$ cat src/rtl/ps2_keyboard_rx.sv
// PS/2 keyboard receiver: deserializes 11-bit device-to-host frames,
// validates start/parity/stop and queues good scan codes in a small FIFO.
module ps2_keyboard_rx #(
  parameter int FIFO_AW = 3
) (
  input  logic       clk,
  input  logic       rst,
  input  logic       ps2_clk,
  input  logic       ps2_data,
  input  logic       nextdata_n,
  output logic [7:0] data,
  output logic       ready,
  output logic       overflow
);

  localparam int Depth = 1 << FIFO_AW;
  localparam logic [FIFO_AW:0] PtrOne = {{FIFO_AW{1'b0}}, 1'b1};

  logic [2:0]       r_ps2ClkSync;
  logic [9:0]       r_buffer;
  logic [3:0]       r_count;
  logic [7:0]       r_fifo [Depth];
  logic [FIFO_AW:0] r_wPtr;
  logic [FIFO_AW:0] r_rPtr;
  logic             r_overflow;

  logic w_fall;
  logic w_frameEnd;
  logic w_frameValid;
  logic w_full;
  logic w_push;
  logic w_pop;

  assign w_fall       = r_ps2ClkSync[2] && !r_ps2ClkSync[1];
  assign w_frameEnd   = w_fall && (r_count == 4'd10);
  // The stop bit is the live ps2_data at this edge; it is never stored.
  assign w_frameValid = !r_buffer[0] && ps2_data && (^r_buffer[9:1]);
  assign w_full       = (r_wPtr[FIFO_AW-1:0] == r_rPtr[FIFO_AW-1:0]) &&
                        (r_wPtr[FIFO_AW] != r_rPtr[FIFO_AW]);
  assign w_push       = w_frameEnd && w_frameValid && !w_full;
  assign w_pop        = !nextdata_n && ready;

  assign ready    = (r_wPtr != r_rPtr);
  assign data     = ready ? r_fifo[r_rPtr[FIFO_AW-1:0]] : 8'h00;
  assign overflow = r_overflow;

  always_ff @(posedge clk) begin
    if (rst) begin
      r_ps2ClkSync <= 3'b111;
      r_count      <= 4'd0;
      r_buffer     <= 10'd0;
    end else begin
      r_ps2ClkSync <= {r_ps2ClkSync[1:0], ps2_clk};
      if (w_fall) begin
        if (r_count == 4'd10) begin
          r_count <= 4'd0;
        end else begin
          r_buffer[r_count] <= ps2_data;
          r_count           <= r_count + 4'd1;
        end
      end
    end
  end

  always_ff @(posedge clk) begin
    if (rst) begin
      r_wPtr     <= '0;
      r_rPtr     <= '0;
      r_overflow <= 1'b0;
    end else begin
      if (w_push) begin
        r_wPtr <= r_wPtr + PtrOne;
      end
      if (w_pop) begin
        r_rPtr <= r_rPtr + PtrOne;
      end
      // Fullness is judged before any same-cycle pop, so the byte is lost.
      if (w_frameEnd && w_frameValid && w_full) begin
        r_overflow <= 1'b1;
      end
    end
  end

  always_ff @(posedge clk) begin
    if (w_push) begin
      r_fifo[r_wPtr[FIFO_AW-1:0]] <= r_buffer[8:1];
    end
  end

endmodule

$ cat config.mk
export PLATFORM = sky130hd
export DESIGN_NAME = ps2_keyboard_rx
export DESIGN_NICKNAME = d
export VERILOG_FILES = /design/src/rtl/ps2_keyboard_rx.sv
export SDC_FILE = /design/constraint.sdc
export NUM_CORES = 1
export LEC_CHECK = 0
export ABC_AREA = 1
export CORE_MARGIN = 2
export CORE_UTILIZATION = 60
export CTS_CLUSTER_SIZE = 8
export DETAILED_ROUTE_END_ITERATION = 8
export PLACE_DENSITY = 0.88
export SKIP_LAST_GASP = 1
export SYNTH_ARGS = -nofsm -noshare
export SYNTH_HDL_FRONTEND = slang
export SYNTH_SLANG_ARGS = --single-unit
$ cat constraint.sdc
create_clock -name clk -period 4.1 [get_ports clk]
set_input_delay 0.82 -clock clk [delete_from_list [all_inputs] [get_ports clk]]
set_output_delay 0.82 -clock clk [all_outputs]
set_load 0.03 [all_outputs]
==> results of run 1 <==
==> flip-flops by register name, summed over array words and instances, names as in the netlist, named ones only <==
name          count
r_count           4
r_buffer         10
r_rPtr            4
r_ps2ClkSync      3
r_fifo           64
r_wPtr            4
overflow          1
==> per-stage QoR <==
stage	setup WS [ps]	power [uW]	utilization, %	cells	area [um^2]
floorplan	1770	1160	-	409	3980
global placement	937	1220	65.4	490	4180
detailed placement	918	1230	65.4	490	4180
CTS	643	1840	68.6	506	4380
global route	397	1900	68.6	506	4380
finish	581	1840	68.6	506	4380
==> synth_stat cells, drive strengths merged <==
master,number,area (um^2)
xor2,1,8.76
ha,2,25.0
nor3,3,15.0
clkbuf,8,30.0
nor2,78,318
a31oi,8,50.1
edfxtp,64,1920
a21oi,19,98.9
nand4,5,50.1
or2,2,12.5
xnor2,2,17.5
a211oi,1,7.51
inv,36,135
nand3,9,60.1
dfxtp,29,581
o21ai,53,265
nand2,77,307
buf,3,15.0
o22ai,8,50.1
a221oi,1,8.76
==> cells in the final DEF, fill, tap and decap left out, types with 9 or more instances in the layout <==
cell type	synthesis	layout
nor2_1	74	74
nand2_1	72	72
edfxtp_1	64	64
o21ai_0	51	51
dfxtp_1	29	29
inv_1	27	27
a21oi_1	18	18
clkdlybuf4s50_1	0	14
inv_2	9	9
clkbuf_8	0	9
==> cell type report <==
cell class / count / area, um^2 / share of cell area (%)
Sequential cell: 93 / 2500 / 57.1
Clock inverter: 3 / 43.8 / 1.00
Timing Repair Buffer: 15 / 148 / 3.37
Clock buffer: 13 / 160 / 3.66
Multi-Input combinational cell: 269 / 1290 / 29.5
Inverter: 36 / 135 / 3.09
Tap cell: 77 / 96.3 / 2.20
==> power breakdown <==
part	total [uW]	switching, uW	leakage (uW)	internal, uW
sequential	1010	12.7	0.000821	998
clock	634	312	0.000103	321
combinational	199	131	0.000655	68.2
==> metal layers <==
| metal | routed length [um] | part of all wire [%] |
|---|---|---|
| met5 | 0 | 0 |
| met4 | 326 | 3.7 |
| met3 | 520 | 6.0 |
| met2 | 4400 | 51 |
| met1 | 3460 | 40 |
==> worst paths after layout <==
| kind | startpoint | endpoint | slack [ps] |
|---|---|---|---|
| worst max register to register | r_buffer[5] | r_fifo[5][4] | 1380 |
| worst max-delay path | flip-flop | data[6] | 580 |
| worst min-delay path | r_ps2ClkSync[0] | r_ps2ClkSync[1] | 420 |
| worst min register to register | r_ps2ClkSync[0] | r_ps2ClkSync[1] | 420 |
==> kinds of logic after synthesis <==
family	synth area share, %
AND/OR/NAND/NOR	19.2
flip-flops	62.9
AO/OA/AOI/OAI	12.1
buffers and inverters	4.53
XOR/XNOR	0.661
adder cells (fa/ha/maj)	0.629
==> run metrics, run 1 <==
CP Launch Type flip-flop; Seq cells post-synth 93; fmax 0.284 GHz; reg2reg path depth 12; via count 2,952; DR vias/cell 5.83; final hold slack 417 ps; Iter 0 DRT Violations 361; Top Usage Layer GRT met2; initial core utilization 62.3%; max cap viols 0; TNS Setup 0 ps; post-CTS resize count 0; TritonCTS clock tree yes; RSZ-0062 raised after global routing no; hold crit path type flip-flop to flip-flop; Mapped Nets 416; number of stages on the worst setup path 5; Clock Tree Buf Depth 2; Yosys warning total 0; layout cells sized above 1 9.56%; clock latency at the later pin of the worst-skew pair 370 ps; critical path class flip-flop to output port; final setup fails 0; CP endpoint kind output port; TritonCTS buffer count 9; met3 Use GR 4.96%; die area 7290 um^2; Seq/Total Area, Yosys 62.9%; vias in the first global route 2,830; CP max-delay cell clkdlybuf4s50_1; maximum vdd drop 0.255 mV; CP Max Fanout 17; Relative slew margins 44.4%; met1 GRT Util 30.8%; area delta synth->final 10.1%; root buf cell clkbuf_8; first-pass GRT wire length 14,000 um; Remaining DRCs 0; core area 6390 um^2; syn avg cell area 9.72 um^2; cells after synthesis 409; RD Place Congestion 0.860; skew final 10.4 ps; met2 Use GR 44.5%; diode count 0; PD cells 421 nW/um^2; Antenna Nets Post-Route 0; crit path cell chain inv_1 -> nor2_1 -> o21ai_0 -> a31oi_1 -> clkdlybuf4s50_1; GR Util All Layers 25.9%; Worst-Margin Slew 831 ps; part of the cycle the worst path needs 85.8%; max-slew violations 0; postcts setup bufs 0; largest net degree at the start of global routing 33; Leakage Power 0.00158 uW; nets 431; number of fill cells in the layout 456; critical path's top delay family buffers and inverters; boundary pin count 15; Routed WL per cell 17.2 um; number of port buffers 14; status finished, final reports clean; Rows 29; initial antenna violation count 0; Yosys cell types 29; synthesized area 3980 um^2; GRT Residual Overflow 0; Die X 85.4 um; die extent in y 85.4 um; routed wire length 8700 um; clk sinks 93; hold_buf cts 0; Buf+Inv Stages, Crit Path 2; Arr. time, crit path 2700 ps; Worst EP required 3280 ps; Final min period 3520 ps; hold path cells 1; Fin. Hold Viols 0; critical path's largest stage delay 720 ps; Worst-path clk slew 80 ps; H-tree depth 3; TritonRoute pass-1 iters 5; post-DP HPWL 5880 um
Power figures use the tool's default switching activity.
==> inputs of run 2 (changes only) <==
Settings changed: CAP_MARGIN set to 20.
==> results of run 2 <==
Same layout as run 1: the final DEF is identical, and so are final timing and power.
==> inputs of run 3 (changes only) <==
Settings changed: SKIP_LAST_GASP 1 to unset.
==> results of run 3 <==
Same layout as run 1: the final DEF is identical, and so are final timing and power.
